$ cat config.mk
export PLATFORM = sky130hd
export DESIGN_NAME = layer_compositor_flat
export DESIGN_NICKNAME = d
export VERILOG_FILES = /design/src/rtl/layer_compositor_if.sv /design/src/rtl/layer_compositor.sv /design/src/flat_wrapper.sv
export SDC_FILE = /design/constraint.sdc
export NUM_CORES = 1
export LEC_CHECK = 0
export ABC_CLOCK_PERIOD_IN_PS = 4500
export CORE_MARGIN = 1.5
export CORE_UTILIZATION = 40
export DETAILED_ROUTE_END_ITERATION = 8
export PLACE_DENSITY = 0.71
export SLEW_MARGIN = 10
export SYNTH_ARGS = -nofsm -noshare
export SYNTH_HDL_FRONTEND = slang
export SYNTH_HIERARCHICAL = 1
export SYNTH_SLANG_ARGS = --single-unit
$ cat constraint.sdc
create_clock -name Clk -period 4.5 [get_ports Clk]
set_input_delay 1.125 -clock Clk [delete_from_list [all_inputs] [get_ports Clk]]
set_output_delay 1.125 -clock Clk [all_outputs]
set_load 0.02 [all_outputs]
$ cat src/rtl/layer_compositor_if.sv
// Pixel bus between the sprite/font/background fetch logic and the layer compositor.
// The master modport is the upstream side; the compositor uses the slave modport.
interface layer_compositor_if #(
    parameter int NUM_LAYERS = 6,
    parameter int COLOR_W    = 8
);
    logic                                    frame_start;
    logic [1:0]                              stage_req;
    logic [NUM_LAYERS-1:0]                   layer_on;
    logic [NUM_LAYERS-1:0][3*COLOR_W-1:0]    layer_pixel;
    logic                                    text_on;
    logic [3*COLOR_W-1:0]                    bg_pixel;
    logic [COLOR_W-1:0]                      VGA_R;
    logic [COLOR_W-1:0]                      VGA_G;
    logic [COLOR_W-1:0]                      VGA_B;
    logic [1:0]                              active_stage;
    logic                                    fade_busy;

    modport master (
        output frame_start, stage_req, layer_on, layer_pixel, text_on, bg_pixel,
        input  VGA_R, VGA_G, VGA_B, active_stage, fade_busy
    );
    modport slave (
        input  frame_start, stage_req, layer_on, layer_pixel, text_on, bg_pixel,
        output VGA_R, VGA_G, VGA_B, active_stage, fade_busy
    );
endinterface

$ cat src/rtl/layer_compositor.sv
// Two-stage layer compositor with stage-screen selection and frame-synchronous fade.
// Optional build macro TRANSPARENT_KEY_EN: magenta layer pixels are treated as not hit.
module chan_scale #(
    parameter int COLOR_W = 8,
    parameter int LEVEL_W = 4
) (
    input  logic [COLOR_W-1:0] c,
    input  logic [LEVEL_W:0]   level,
    output logic [COLOR_W-1:0] y
);
    logic [COLOR_W+LEVEL_W:0] prod;
    assign prod = {{(LEVEL_W+1){1'b0}}, c} * {{COLOR_W{1'b0}}, level};
    assign y    = prod[LEVEL_W +: COLOR_W];
endmodule

module layer_compositor #(
    parameter int NUM_LAYERS      = 6,
    parameter int COLOR_W         = 8,
    parameter int LEVEL_W         = 4,
    parameter int FRAMES_PER_STEP = 2
) (
    input  logic Clk,
    input  logic Reset,
    layer_compositor_if.slave bus
);
    localparam int PIX_W = 3 * COLOR_W;
    localparam logic [LEVEL_W:0] LVL_MAX = {1'b1, {LEVEL_W{1'b0}}};

    // 8-bit constants are left-aligned into COLOR_W-bit channels.
    function automatic logic [PIX_W-1:0] fixed_color(input logic [23:0] rgb);
        logic [COLOR_W+7:0] t;
        logic [PIX_W-1:0]   p;
        p = '0;
        for (int c = 0; c < 3; c++) begin
            t = {rgb[c*8 +: 8], {COLOR_W{1'b0}}};
            p[c*COLOR_W +: COLOR_W] = t[COLOR_W+7 -: COLOR_W];
        end
        return p;
    endfunction

    localparam logic [PIX_W-1:0] COL_START = fixed_color(24'hFF0000);
    localparam logic [PIX_W-1:0] COL_WIN   = fixed_color(24'h9C1D08);
    localparam logic [PIX_W-1:0] COL_LOSE  = fixed_color(24'h57007F);
    localparam logic [PIX_W-1:0] COL_TEXT  = fixed_color(24'h6C6C6C);
`ifdef TRANSPARENT_KEY_EN
    localparam logic [PIX_W-1:0] COL_KEY   = fixed_color(24'hFF00FF);
`endif

    typedef enum logic [1:0] {SHOW, FADE_OUT, FADE_IN} state_t;

    state_t          state;
    logic [LEVEL_W:0] level;
    logic [7:0]      fcnt;
    logic [1:0]      stage_q;
    logic            busy_q;
    logic            step;

    logic [NUM_LAYERS-1:0]         hit;
    logic [2:0][COLOR_W-1:0]       layer_sel, sel, sel_q, scaled, rgb_q;

    // Stage 1: priority pick, lowest layer index wins.
    always_comb begin
        for (int i = 0; i < NUM_LAYERS; i++) begin
`ifdef TRANSPARENT_KEY_EN
            hit[i] = bus.layer_on[i] && (bus.layer_pixel[i] != COL_KEY);
`else
            hit[i] = bus.layer_on[i];
`endif
        end
        layer_sel = bus.bg_pixel;
        for (int i = NUM_LAYERS-1; i >= 0; i--)
            if (hit[i]) layer_sel = bus.layer_pixel[i];
        case (stage_q)
            2'd0:    sel = bus.text_on ? COL_START : '0;
            2'd2:    sel = bus.text_on ? '0 : COL_WIN;
            2'd3:    sel = bus.text_on ? '0 : COL_LOSE;
            default: sel = (|hit) ? layer_sel : (bus.text_on ? COL_TEXT : bus.bg_pixel);
        endcase
    end

    // Stage 2: per-channel brightness scaling.
    for (genvar c = 0; c < 3; c++) begin : g_scale
        chan_scale #(.COLOR_W(COLOR_W), .LEVEL_W(LEVEL_W)) u_scale (
            .c(sel_q[c]), .level(level), .y(scaled[c])
        );
    end

    always_ff @(posedge Clk) begin
        if (Reset) begin
            sel_q <= '0;
            rgb_q <= '0;
        end else begin
            sel_q <= sel;
            rgb_q <= scaled;
        end
    end

    assign step = bus.frame_start && (fcnt == 8'(FRAMES_PER_STEP-1));

    // Level and active stage only move on frame_start, so frames are never split.
    always_ff @(posedge Clk) begin
        if (Reset) begin
            state   <= SHOW;
            level   <= LVL_MAX;
            fcnt    <= '0;
            stage_q <= 2'd0;
            busy_q  <= 1'b0;
        end else begin
            case (state)
                SHOW: begin
                    if (bus.stage_req != stage_q) begin
                        state  <= FADE_OUT;
                        fcnt   <= '0;
                        busy_q <= 1'b1;
                    end
                end
                FADE_OUT: begin
                    if (step) begin
                        fcnt <= '0;
                        if (level == '0) begin
                            stage_q <= bus.stage_req;
                            state   <= FADE_IN;
                        end else begin
                            level <= level - 1'b1;
                        end
                    end else if (bus.frame_start) begin
                        fcnt <= fcnt + 8'd1;
                    end
                end
                FADE_IN: begin
                    if (bus.stage_req != stage_q) begin
                        state <= FADE_OUT;
                        fcnt  <= '0;
                    end else if (step) begin
                        fcnt  <= '0;
                        level <= level + 1'b1;
                        if (level == LVL_MAX - 1'b1) begin
                            state  <= SHOW;
                            busy_q <= 1'b0;
                        end
                    end else if (bus.frame_start) begin
                        fcnt <= fcnt + 8'd1;
                    end
                end
                default: begin
                    state  <= SHOW;
                    busy_q <= 1'b0;
                end
            endcase
        end
    end

    assign bus.VGA_R        = rgb_q[2];
    assign bus.VGA_G        = rgb_q[1];
    assign bus.VGA_B        = rgb_q[0];
    assign bus.active_stage = stage_q;
    assign bus.fade_busy    = busy_q;
endmodule

$ cat src/flat_wrapper.sv
// flat-port wrapper written by rule: the top's interface ports become plain ports
module layer_compositor_flat 
#(
    parameter int NUM_LAYERS      = 6,
    parameter int COLOR_W         = 8,
    parameter int LEVEL_W         = 4,
    parameter int FRAMES_PER_STEP = 2
)
  (Clk, Reset, bus_frame_start, bus_stage_req, bus_layer_on, bus_layer_pixel, bus_text_on, bus_bg_pixel, bus_VGA_R, bus_VGA_G, bus_VGA_B, bus_active_stage, bus_fade_busy);
  layer_compositor_if #(.NUM_LAYERS(NUM_LAYERS), .COLOR_W(COLOR_W)) bus_i ();
  input  logic Clk;
  input  logic Reset;
  input wire logic [$bits(bus_i.frame_start)-1:0] bus_frame_start;
  input wire logic [$bits(bus_i.stage_req)-1:0] bus_stage_req;
  input wire logic [$bits(bus_i.layer_on)-1:0] bus_layer_on;
  input wire logic [$bits(bus_i.layer_pixel)-1:0] bus_layer_pixel;
  input wire logic [$bits(bus_i.text_on)-1:0] bus_text_on;
  input wire logic [$bits(bus_i.bg_pixel)-1:0] bus_bg_pixel;
  output wire logic [$bits(bus_i.VGA_R)-1:0] bus_VGA_R;
  output wire logic [$bits(bus_i.VGA_G)-1:0] bus_VGA_G;
  output wire logic [$bits(bus_i.VGA_B)-1:0] bus_VGA_B;
  output wire logic [$bits(bus_i.active_stage)-1:0] bus_active_stage;
  output wire logic [$bits(bus_i.fade_busy)-1:0] bus_fade_busy;
  assign bus_i.frame_start = bus_frame_start;
  assign bus_i.stage_req = bus_stage_req;
  assign bus_i.layer_on = bus_layer_on;
  assign bus_i.layer_pixel = bus_layer_pixel;
  assign bus_i.text_on = bus_text_on;
  assign bus_i.bg_pixel = bus_bg_pixel;
  assign bus_VGA_R = bus_i.VGA_R;
  assign bus_VGA_G = bus_i.VGA_G;
  assign bus_VGA_B = bus_i.VGA_B;
  assign bus_active_stage = bus_i.active_stage;
  assign bus_fade_busy = bus_i.fade_busy;
  layer_compositor #(.NUM_LAYERS(NUM_LAYERS), .COLOR_W(COLOR_W), .LEVEL_W(LEVEL_W), .FRAMES_PER_STEP(FRAMES_PER_STEP)) u_core (.Clk(Clk), .Reset(Reset), .bus(bus_i));
endmodule
==> results of run 1 <==
sequential cells by signal (all words and copies together), names as in the netlist:
signal and cells:
u_core/bus.active_stage 2, u_core/fcnt 8, u_core/level 5, u_core/bus.fade_busy 1, u_core/bus.VGA_G 8, u_core/state 2, u_core/bus.VGA_B 8, u_core/bus.VGA_R 8
u_core/sel_q 24
cell type report:
| cell class | count | area share |
|---|---|---|
| Multi-Input combinational cell | 658 | 0.543 |
| Clock inverter | 6 | 0.00363 |
| Clock buffer | 9 | 0.0233 |
| Inverter | 104 | 0.0405 |
| Timing Repair Buffer | 218 | 0.223 |
| Sequential cell | 66 | 0.137 |
| Tap cell | 225 | 0.0292 |
critical path, stage by stage (launching register included):
cell      delay, ps
dfxtp_1         740
and2_1          260
fa_1            420
fa_1            540
inv_1            50
fa_1            530
inv_1            40
ha_1            360
a21oi_1         180
nor2_1           60
a211oi_1        380
o221ai_1        190
xnor2_1         150
nor2b_1         130
per-layer routing:
metal	global-route usage	wire [um]	vias up
met3	0.0408	1100	42
met4	0.0968	663	0
met5	0	0	-
li1	-	-	3355
met2	0.401	10300	230
met1	0.293	8850	3189
where the power goes:
group / switching, uW / internal, uW
Sequential: 19.6 / 603
Clock: 258 / 365
Combinational: 200 / 256
Total: 478 / 1220
path summary, 6_finish.rpt:
kind / end / cells after the start
hold reg to reg: u_core/fcnt[7] / 2
hold / removal: u_core/fcnt[7] / 2
setup reg to reg: u_core/bus.VGA_R[7] / 13
setup / recovery: u_core/bus.VGA_R[7] / 13
timing repair:
item                       in CTS  in global routing
setup buffers                   0                  0
hold buffers                    0                  0
setup endpoints to repair       0                  1
gates resized for setup         0                  1
metrics by stage:
stage	hold WS [ps]	worst slack [ps]	instance area (um2)
after floorplan	472	664	7050
after global placement	504	394	9380
after detailed placement	518	261	9380
after CTS	529	253	9640
after global routing	567	101	9650
final	526	348	9650
cells in the final DEF (no fill, tap or decap), types with 11 or more instances in the layout:
master and instances:
clkdlybuf4s50_1 206, inv_1 102, and2_1 67, nand2_1 65, dfxtp_1 65, ha_1 64
nor2_1 52, fa_1 49, a21oi_1 46, nor2b_1 37, o21ai_0 35, xnor2_1 24
nor3_1 16, a221oi_1 15, o22ai_1 13, a22oi_1 12, xor2_1 12, buf_4 12
a31oi_1 11, mux2i_1 11
Yosys cell counts (all sizes together), types with 8 or more instances:
cell    number
inv        102
and2        69
dfxtp       66
nand2       65
ha          64
nor2        53
fa          49
a21oi       47
nor2b       38
o21ai       35
xnor2       24
clkbuf      21
nor3        19
a221oi      15
o22ai       13
a22oi       12
xor2        12
a31oi       11
mux2i       11
a211oi      10
nand3        9
o22a         9
o31ai        9
nand2b       8
nand4        8
cell families (layout without fill, tap and decap cells):
kind of cell               count (synthesis)  after routing  share of synthesized area
AOI/OAI and AO/OA                        205            205                      0.201
xor gates and xnor gates                  36             36                     0.0447
adders and majority gates                113            113                      0.253
buffers and inverters                    130            337                     0.0701
DFF                                       66             66                      0.187
muxes                                     16             16                     0.0236
and+or+nand+nor                          288            288                      0.221
==> results.py, run 1 <==
metrics = {
    "worst_setup_path": {
        "critical_path.startpoint": "u_core/level[4]",
        "reg2reg_slack_ps": 350,
        "cp-end-kind": "register",
        "r2r-start": "u_core/level[4]",
        "critPathKind": "reg -> reg",
        "cp_max_fo": 22,
        "arrival_ps": 4360,
        "required_ps": 4710,
        "cp-start-kind": "register",
    },
    "sta": {
        "fin_skew_ps": 3.93,
        "slew_viol_final": 0,
        "setup_tns_ps": 0,
        "worstMarginPinSlew_ps": 833,
        "max_clock_freq_mhz": 241,
        "period_minus_slack_ps": 4150,
        "rsz0062_at_grt": "false",
        "fin_crit_sh": 0.923,
        "slew_headroom": 0.440,
        "setup-violations-final": 0,
        "hold_viol": 0,
    },
    "logic_synthesis": {
        "synth_nets": 1147,
        "synth_edf_count": 0,
        "syn_area_um2": 7050,
        "ys.flop_type": "dfxtp_1",
        "yosysSeqAreaShare": 0.187,
        "synth_top_area_cell": "dfxtp_1",
        "ys_top_cells_by_area": "dfxtp_1 (19%), fa_1 (14%), ha_1 (11%), and2_1 (5.9%), inv_1 (5.4%)",
        "yosysUniqueCellTypes": 65,
        "syn_area_per_cell_um2": 8.26,
        "ys_warn_count": 6,
        "async_flop_share": 0,
        "ys_ff_latch": 66,
        "syn_inst": 854,
        "synth_top_cell_area_share": 0.187,
    },
    "clock_network": {
        "cts_buffer_depth": 2,
        "cts_max_level": 3,
        "cts_tree": "built",
        "cts_root_buffer": "clkbuf_16",
        "clk_pin_slew_ps": 60,
        "clkLatencyLatePin_ps": 330,
        "cts_sinks": 66,
        "cts_buffers": 9,
    },
    "placement": {
        "port_buffers": 206,
        "placed_cells": 1271,
        "gp_congestion": 0.898,
        "place_hpwl_mm": 17.4,
    },
    "die": {
        "rows": 48,
        "ioPinCount": 207,
        "dieHeight_um": 136,
        "die_width_um": 136,
        "core-area_um2": 17200,
        "die_area_um2": 18400,
        "initial_core_util": 0.409,
    },
    "global_routing": {
        "grt_pass1_vias": 6899,
        "grt-ovfl-total": 0,
        "track_usage": 0.235,
        "grt_first_pass_wirelength_mm": 34.2,
        "grt_max_degree": 42,
        "antenna_found_initial": 0,
    },
    "drt": {
        "routed_via_density": 5.30,
        "drtPass1Iterations": 5,
        "wl_per_cell_um": 16.2,
        "routed_wl_mm": 20.9,
        "route.detailed.drc": 0,
        "first_iter_violations": 281,
        "drtAntennaViolNets": 0,
        "num_vias": 6816,
    },
    "power_and_ir_drop": {
        "p_per_area_nw_per_um2": 176,
        "p_total_uw": 1700,
        "max-vdd-ir-drop_v": 0.000128,
        "p_leak_uw": 0.00418,
    },
    "status": {
        "status": "complete, no violations",
    },
    "cells_and_area": {
        "area_growth_pct": 36.7,
        "fill_cells": 1597,
        "diodes": 0,
        "drive_gt1_frac": 0.0575,
        "multi_input_area_um2": 5240,
        "seq_area_um2": 1320,
        "utilization": 0.560,
        "nets": 1350,
        "layout.cells.non_filler": 1286,
    },
    "min_path": {
        "worst_hold_startpoint": "u_core/fcnt[7]",
        "hold_path_class": "reg -> reg",
    },
    "job": {
        "cap_violations": 0,
    },
}
Power figures use the tool's default switching activity.
==> run 2: changes to the inputs <==
- ABC_AREA: not set -> 1
- PLACE_DENSITY: 0.71 -> 0.7
==> run 2 against run 1 <==
Effect of this change: synthesized area grew 9.9%; maximum frequency grew 4.7%; critical path type unchanged; highest routed layer unchanged; first-iteration DRC count grew 38%; non-clock buffer count is the same.
==> results.py, run 2 <==
metrics = {
    "sta": {
        "slew_headroom": 0.398,
        "hold_viol": 0,
        "fin_skew_ps": 6.47,
        "max_clock_freq_mhz": 252,
        "slew_viol_final": 0,
        "setup_tns_ps": 0,
        "rsz0062_at_grt": "false",
        "worstMarginPinSlew_ps": 902,
        "worst_slack_ps": 534,
        "setup-violations-final": 0,
        "fin_crit_sh": 0.881,
        "period_minus_slack_ps": 3970,
    },
    "worst_setup_path": {
        "arrival_ps": 4240,
        "path_buf_inv": 5,
        "cp_common_cell": "inv_1",
        "cp-end-kind": "register",
        "cp_top_family": "adder cells",
        "critPathMaxStageDelay_ps": 810,
        "required_ps": 4770,
        "critPathKind": "reg -> reg",
        "cp-start-kind": "register",
        "cp_cell_sequence": "buf_4 -> nand2_1 -> inv_1 -> fa_1 -> fa_1 -> inv_1 -> fa_1 -> inv_1 -> ha_1 -> nand2_1 -> o21ai_0 -> nand2_1 -> nand3_1 -> xor2_1 -> inv_1 -> nor2_1",
        "cp_max_fo": 22,
        "slowest_stage": "dfxtp_1",
    },
    "global_routing": {
        "grt-ovfl-total": 0,
        "antenna_found_initial": 2,
        "grt_first_pass_wirelength_mm": 37.1,
        "track_usage": 0.231,
        "grt_pass1_vias": 7590,
        "grt_max_degree": 34,
    },
    "drt": {
        "route.detailed.drc": 0,
        "num_vias": 7858,
        "routed_wl_mm": 22.5,
        "drtAntennaViolNets": 0,
        "drtPass1Iterations": 5,
        "wl_per_cell_um": 13.5,
        "first_iter_violations": 387,
        "routed_via_density": 4.73,
    },
    "die": {
        "die_area_um2": 20200,
        "ioPinCount": 207,
        "dieHeight_um": 142,
        "initial_core_util": 0.412,
        "rows": 50,
        "die_width_um": 142,
        "core-area_um2": 18800,
    },
    "logic_synthesis": {
        "synth_nets": 1492,
        "synth_top_cell_area_share": 0.179,
        "ys.flop_type": "dfxtp_1",
        "syn_area_um2": 7750,
        "yosysSeqAreaShare": 0.170,
        "ys_ff_latch": 66,
        "synth_common_cells": "nand2_1 (369), inv_1 (246), nor2_1 (100)",
        "synth_top_area_cell": "nand2_1",
        "synth_most_common_cell": "nand2_1",
        "yosysUniqueCellTypes": 38,
        "syn_area_per_cell_um2": 6.47,
        "async_flop_share": 0,
        "syn_inst": 1199,
        "ys_warn_count": 6,
        "ys_top_cells_by_area": "nand2_1 (18%), dfxtp_1 (17%), fa_1 (13%), inv_1 (12%), ha_1 (10%)",
        "synth_edf_count": 0,
    },
    "clock_network": {
        "cts_buffer_depth": 2,
        "cts_max_level": 3,
        "post_cts_buffers": 0,
        "clkLatencyLatePin_ps": 340,
        "cts_sinks": 66,
        "cts_root_buffer": "clkbuf_16",
        "cts_tree": "built",
        "post_cts_resize_count": 0,
        "clk_pin_slew_ps": 60,
        "holdBufCountCts": 0,
        "cts_buffers": 9,
    },
    "cells_and_area": {
        "nets": 1689,
        "top_register": "u_core/sel_q",
        "layout.cells.non_filler": 1663,
        "final_cell_mix": "nand2_1 (369), inv_1 (246), clkdlybuf4s50_1 (206), nor2_1 (100), dfxtp_1 (66)",
        "layout_commonest_cell": "nand2_1",
        "area_growth_pct": 33.7,
        "largest_reg_flops": 24,
        "drive_gt1_frac": 0.0542,
    },
    "status": {
        "status": "complete, no violations",
    },
    "power_and_ir_drop": {
        "p_total_uw": 2740,
        "max-vdd-ir-drop_v": 0.000169,
        "p_leak_uw": 0.00550,
        "p_per_area_nw_per_um2": 264,
    },
    "placement": {
        "port_buffers": 206,
        "place_hpwl_mm": 18.8,
        "placed_cells": 1645,
        "gp_congestion": 0.933,
        "pre_cts_ws_ps": 551,
    },
    "job": {
        "cap_violations": 0,
    },
    "min_path": {
        "hold_path_class": "reg -> reg",
    },
}
run 2: changes by cell type in the layout (fill, tap and decap cells not counted), sizes merged, moves of 10 or more:
cell and change:
nor2b -38, nor2 +57, xor2 +11, a31oi -11, nand3 +47, nand2 +317, and2 -69, xnor2 -17
inv +154, nor3 -10, a221oi -15, mux2i -11, o21ai -11
run 2: final cells by class:
type	instances	area, um2
clock inverters	4	51.3
repair buffers	218	2150
clock buffers	12	246
diodes	2	5.00
multi-input cells	845	5310
flip-flops and latches	66	1320
inverters	256	961
well taps	260	325
fillers	1839	8460
run 2: path summary, 6_finish.rpt:
path / slack, ps / end / startpoint / cells past startpoint
worst max-delay path: 530 / u_core/bus.VGA_G[7] / u_core/level[4] / 16
worst min-delay path: 480 / u_core/fcnt[7] / u_core/fcnt[7] / 2
worst max register to register: 530 / u_core/bus.VGA_G[7] / u_core/level[4] / 16
worst min register to register: 480 / u_core/fcnt[7] / u_core/fcnt[7] / 2
run 2: worst reg2reg max path, cell delays in order (launching register included):
cell,delay [ps]
dfxtp_1,810
buf_4,240
nand2_1,50
inv_1,70
fa_1,410
fa_1,540
inv_1,60
fa_1,530
inv_1,40
ha_1,340
nand2_1,110
o21ai_0,250
nand2_1,90
nand3_1,90
xor2_1,150
inv_1,50
nor2_1,70
run 2: kinds of logic (layout without fill, tap and decap cells):
logic type	Yosys count	count (layout)	share of synthesized area
AO/OA/AOI/OAI	136	136	0.117
buffers and inverters	288	490	0.145
XOR/XNOR	30	30	0.0339
adder cells (fa/ha/maj)	113	113	0.230
other	0	2	0
flip-flops	66	66	0.170
AND/OR/NAND/NOR	566	566	0.303
run 2: report_power, final:
| group | leakage [uW] | internal [uW] | total [uW] | switching, uW |
|---|---|---|---|---|
| Sequential | 0.000537 | 644 | 770 | 126 |
| Combinational | 0.00482 | 555 | 1260 | 701 |
| Clock | 0.000143 | 444 | 709 | 265 |
| Total | 0.00550 | 1640 | 2740 | 1090 |
run 2: routing by layer:
| layer | up-vias | GRT usage | routed length, um |
|---|---|---|---|
| li1 | 4065 | - | - |
| met1 | 3506 | 0.276 | 9330 |
| met2 | 255 | 0.417 | 11200 |
| met3 | 32 | 0.0434 | 1470 |
| met4 | 0 | 0.0733 | 477 |
| met5 | - | 0 | 0 |
run 2: stage by stage:
| stage | hold slack, ps | utilization | instance area (um2) |
|---|---|---|---|
| finish | 478 | 0.551 | 10400 |
| global route | 511 | 0.551 | 10400 |
| CTS | 482 | 0.550 | 10400 |
| detailed placement | 472 | 0.535 | 10100 |
| global placement | 473 | 0.535 | 10100 |
| floorplan | 458 | - | 7750 |
==> run 3: changes to the inputs <==
- CTS_BUF_LIST: not set -> sky130_fd_sc_hd__clkbuf_4 sky130_fd_sc_hd__clkbuf_8
==> run 3 against run 2 <==
Effect of this change: global-route usage is 0.29 points lower; sequential power barely moved; die area unchanged; via count down 0.87%; first-iteration DRC count fell by 2.1%; cell count stayed put; non-clock buffer count is the same; setup slack worse by 9.4 ps; combinational power barely moved; largest cell class unchanged.
==> results.py, run 3 (same netlist as run 2, synthesis figures left out) <==
metrics = {
    "status": {
        "status": "complete, no violations",
    },
    "sta": {
        "slew_viol_final": 0,
        "worstMarginPinSlew_ps": 858,
        "max_clock_freq_mhz": 252,
        "hold_viol": 0,
        "slew_headroom": 0.427,
        "fin_skew_ps": 11.8,
        "setup_tns_ps": 0,
        "setup-violations-final": 0,
        "rsz0062_at_grt": "false",
        "period_minus_slack_ps": 3980,
        "fin_crit_sh": 0.884,
    },
    "global_routing": {
        "grt_max_degree": 34,
        "track_usage": 0.228,
        "grt_first_pass_wirelength_mm": 36.6,
        "grt_pass1_vias": 7514,
        "grt-ovfl-total": 0,
        "antenna_found_initial": 2,
    },
    "cells_and_area": {
        "nets": 1689,
        "top_register": "u_core/sel_q",
        "layout_commonest_cell": "nand2_1",
        "area_growth_pct": 32.5,
        "utilization": 0.546,
        "drive_gt1_frac": 0.0557,
        "final_cell_mix": "nand2_1 (369), inv_1 (246), clkdlybuf4s50_1 (206), nor2_1 (100), dfxtp_1 (66)",
        "largest_reg_flops": 24,
    },
    "clock_network": {
        "cts_root_buffer": "clkbuf_8",
        "cts_sinks": 66,
        "cts_max_level": 3,
        "cts_tree": "built",
        "holdBufCountCts": 0,
        "clkLatencyLatePin_ps": 350,
        "post_cts_buffers": 0,
        "clk_pin_slew_ps": 80,
        "post_cts_resize_count": 0,
        "cts_buffers": 9,
        "cts_buffer_depth": 2,
    },
    "power_and_ir_drop": {
        "clkPwrFrac": 0.206,
        "switchingPower_uw": 1060,
        "p_leak_uw": 0.00546,
        "pwr-share-comb": 0.492,
        "p_sw_frac": 0.417,
        "p_per_area_nw_per_um2": 247,
        "max-vdd-ir-drop_v": 0.000143,
        "pwr-share-seq": 0.303,
        "p_int_uw": 1480,
    },
    "drt": {
        "first_iter_violations": 379,
        "wl_per_cell_um": 13.4,
        "drtPass1Iterations": 5,
        "routed_wl_mm": 22.3,
        "route.detailed.drc": 0,
        "num_vias": 7790,
        "routed_via_density": 4.68,
        "drtAntennaViolNets": 0,
    },
    "die": {
        "die_area_um2": 20200,
        "initial_core_util": 0.412,
        "rows": 50,
        "die_width_um": 142,
        "ioPinCount": 207,
        "dieHeight_um": 142,
        "core-area_um2": 18800,
    },
    "worst_setup_path": {
        "cp-start-kind": "register",
        "r2r-start": "u_core/level[4]",
        "required_ps": 4790,
        "reg2reg_slack_ps": 520,
        "critPathKind": "reg -> reg",
        "cp_max_fo": 22,
        "r2r_cells": 16,
        "arrival_ps": 4260,
        "critical_path.startpoint": "u_core/level[4]",
        "cp-end-kind": "register",
        "r2r-end": "u_core/bus.VGA_G[7]",
    },
    "min_path": {
        "worst_hold_startpoint": "u_core/fcnt[7]",
        "min_path_cells": 2,
        "holdPathEnd": "u_core/fcnt[7]",
        "hold_path_class": "reg -> reg",
    },
    "job": {
        "cap_violations": 0,
    },
    "placement": {
        "gp_congestion": 0.933,
        "port_buffers": 206,
        "place_hpwl_mm": 18.8,
    },
}
[run 3: changes by cell type in the layout (fill, tap and decap cells not counted)]
cell	change
clkbuf_16	-9
clkbuf_8	+9
clkbuf_4	+2
clkbuf_1	-2
[run 3: worst max-delay path, cell delays in order, from the launching register on]
cell,delay [ps]
dfxtp_1,820
buf_4,240
nand2_1,50
inv_1,80
fa_1,410
fa_1,540
inv_1,60
fa_1,530
inv_1,50
ha_1,340
nand2_1,110
o21ai_0,250
nand2_1,90
nand3_1,90
xor2_1,150
inv_1,50
nor2_1,70
[run 3: layer usage]
metal  GRT usage  routed length, um  part of all wire
met1       0.274               9480              0.42
met3      0.0417               1290             0.058
met4      0.0700                476             0.021
met5           0                  0                 0
met2       0.413              11100              0.50
[run 3: final cells by class]
| class | count | area, um2 |
|---|---|---|
| diodes | 2 | 5.00 |
| inverters | 256 | 961 |
| clock inverters | 4 | 51.3 |
| flip-flops and latches | 66 | 1320 |
| multi-input cells | 845 | 5310 |
| repair buffers | 218 | 2150 |
| clock buffers | 12 | 153 |
| well taps | 260 | 325 |
| fillers | 1861 | 8550 |
[run 3: worst max-delay path by stage]
stage	slack, ps	end
CTS	520	u_core/bus.VGA_G[7]
global placement	640	u_core/bus.VGA_G[7]
global route	200	u_core/bus.VGA_G[7]
floorplan	980	u_core/bus.VGA_R[6]
finish	520	u_core/bus.VGA_G[7]
detailed placement	550	u_core/bus.VGA_G[7]
[run 3: power groups by stage]
stage	sequential, uW	combinational [uW]	clock [uW]
floorplan	760	826	0
global placement	783	1220	0
detailed placement	784	1250	0
CTS	770	1250	545
global route	787	1420	562
finish	768	1250	522
[run 3: stage by stage]
stage	area (um2)	power (uW)	std cells	setup WS, ps	hold slack, ps
global placement	10100	2000	1645	638	473
global route	10300	2770	1663	196	514
floorplan	7750	1590	1199	978	458
CTS	10300	2570	1661	523	486
finish	10300	2540	1663	524	482
detailed placement	10100	2030	1645	551	472
==> patch: new RTL, settings of run 1 <==
The option `TRANSPARENT_KEY_EN` is turned on by a define.
--- a/src/rtl/layer_compositor.sv
+++ b/src/rtl/layer_compositor.sv
@@ -1,4 +1,6 @@
 // Two-stage layer compositor with stage-screen selection and frame-synchronous fade.
 // Optional build macro TRANSPARENT_KEY_EN: magenta layer pixels are treated as not hit.
+`define TRANSPARENT_KEY_EN
+
 module chan_scale #(
     parameter int COLOR_W = 8,
Behaviour: same outputs for any inputs over 10 cycles, from zero or initial values and one cycle with Reset high; that may be too few to reach the edited logic, so the function may still have changed.
==> patch against run 1 <==
Critical endpoint is now u_core/bus.VGA_B[7]. Highest routed layer unchanged. First-iteration DRC count grew to 2.7 times the old value. Area after synthesis is 10% higher. Wire length is 32% higher. Sequential cell count stayed put. Cell area is 9.8% higher. Power is 14% higher. Synthesized cell count is 11% higher. Worst setup slack worse by 44 ps. Die area is 9.9% higher.
==> patch: results (changes against run 1) <==
* VDD IR max at 0.000128 V (-0.12%)
* Worst Max-Slew Pin Slew at 1040 ps (+208 ps)
* 1st-iter DRT viols at 765 (+170%)
* Vias per inst at 5.70 (+7.6%)
* Overall global routing resource usage at 0.275 (+0.0398)
* Hold Path Class: reg2reg
* Crit path max fanout at 21 (-4.5%)
* Post-synth cell types at 71 (+9.2%)
* Post-cts sizing count at 0 (unchanged)
* Ranking of synthesized cells by area: dfxtp_1 (17%), fa_1 (13%), ha_1 (10%)
* Buffers on Ports at 206 (unchanged)
* Crit path DAT at 4470 ps (+110 ps)
* Vias in the first global route at 7926 (+15%)
* Final clock skew at 10.3 ps (+6.40 ps)
* Clock buffer count from CTS at 9 (unchanged)
* TritonRoute pass-1 iters at 7 (+2)
* Share of layout cells above drive strength 1 at 0.0726 (+0.0152)
* Hold Path Depth at 2 (unchanged)
* Placed instance count at 1414 (+11%)
* Synth warn at 6 (unchanged)
* Post-CTS Setup Inserts at 0 (unchanged)
* Critical hold path startpoint: u_core/fcnt[7]
* Largest Register: u_core/sel_q
* Largest net degree at the start of global routing at 32 (-24%)
* Status: complete, no violations
* Leak at 4.52 nW (+8.3%)
* Met1 Usage GRT at 0.350 (+0.0572)
* First-pass GRT wire length at 42.7 mm (+25%)
* Mapped Cells at 947 (+11%)
* Final #Nets at 1458 (+8.0%)
* M3 GR Usage at 0.0535 (+0.0127)
* Syn_nets at 1240 (+8.1%)
* Filler Cells Inserted at 1766 (+11%)
* Reg-to-reg slack, setup at 300 ps (-40 ps)
* Crit path largest cell delay at 800 ps (+60 ps)
* Register-to-Register Path Depth at 12 (-1)
* Initial antenna violation count at 0 (unchanged)
* Ys async rst share at 0 (unchanged)
* Worst Setup EP: u_core/bus.VGA_B[7]
* Met2 Track Usage GR at 0.454 (+0.0534)
* Clk buf depth at 2 (unchanged)
* Endpoint, Worst Hold: u_core/fcnt[7]
* Post-DP HPWL at 23.3 mm (+34%)
* Routed WL at 27.6 mm (+32%)
* Post-synthesis sequential area ratio at 0.170 (-0.0172)
* GPL Wtd Cong at 1.01 (+12%)
* Dpl ws at 130 ps (-132 ps)
* Most frequent cells after synthesis: inv_1 (106), nor2_1 (76), nand2_1 (73)
* DR WL/cell at 19.3 um (+19%)
* H-tree depth at 3 (unchanged)
* Pint at 1.30 mW (+6.6%)
* Skew-Pair Late Insertion Delay at 350 ps (+20 ps)
* Final worst-path cycle share at 0.932 (+0.00968)
-- patch: worst register-to-register path, cell delays in order (launching register included) --
cell	delay, ps
dfxtp_1	800
and2_1	260
fa_1	420
fa_1	540
inv_1	50
fa_1	530
inv_1	50
ha_1	330
and3_1	210
a221o_1	350
a221oi_2	300
xnor2_1	140
nor2b_1	140
-- patch: cells by family after synthesis --
group           count (synthesis)  synth area share
simple gates                  352             0.249
compound gates                217             0.209
buf+inv                       137            0.0678
fa+ha+maj                     113             0.229
flops                          66             0.170
xor+xnor                       38            0.0429
mux                            24            0.0314
-- patch: layout make-up --
type	count	area (um^2)	share of cell area
clock buffers	9	225	0.0213
clock inverters	7	56.3	0.00532
inverters	106	398	0.0376
multi-input cells	744	5940	0.561
flip-flops and latches	66	1320	0.125
well taps	260	325	0.0307
repair buffers	238	2330	0.220
-- patch: routing by layer --
layer	up-vias	routed length (um)	part of all wire
li1	3821	-	-
met1	3818	11600	0.42
met2	446	12700	0.46
met3	72	2210	0.080
met4	0	1050	0.038
met5	-	0	0
-- patch: through the flow --
stage               utilization  hold slack (ps)  area [um^2]  power, mW
floorplan                     -              480         7770      0.949
global placement          0.546              485        10300       1.27
detailed placement        0.546              493        10300       1.27
CTS                       0.561              521        10600       1.94
global route              0.561              536        10600       2.03
finish                    0.561              519        10600       1.94
-- patch: power by group through the flow --
stage / combinational [mW] / clock, mW / sequential [mW]
after floorplan: 0.293 / 0 / 0.656
after CTS: 0.620 / 0.681 / 0.642
final: 0.627 / 0.673 / 0.643
after detailed placement: 0.616 / 0 / 0.655
after global routing: 0.673 / 0.707 / 0.647
after global placement: 0.616 / 0 / 0.653
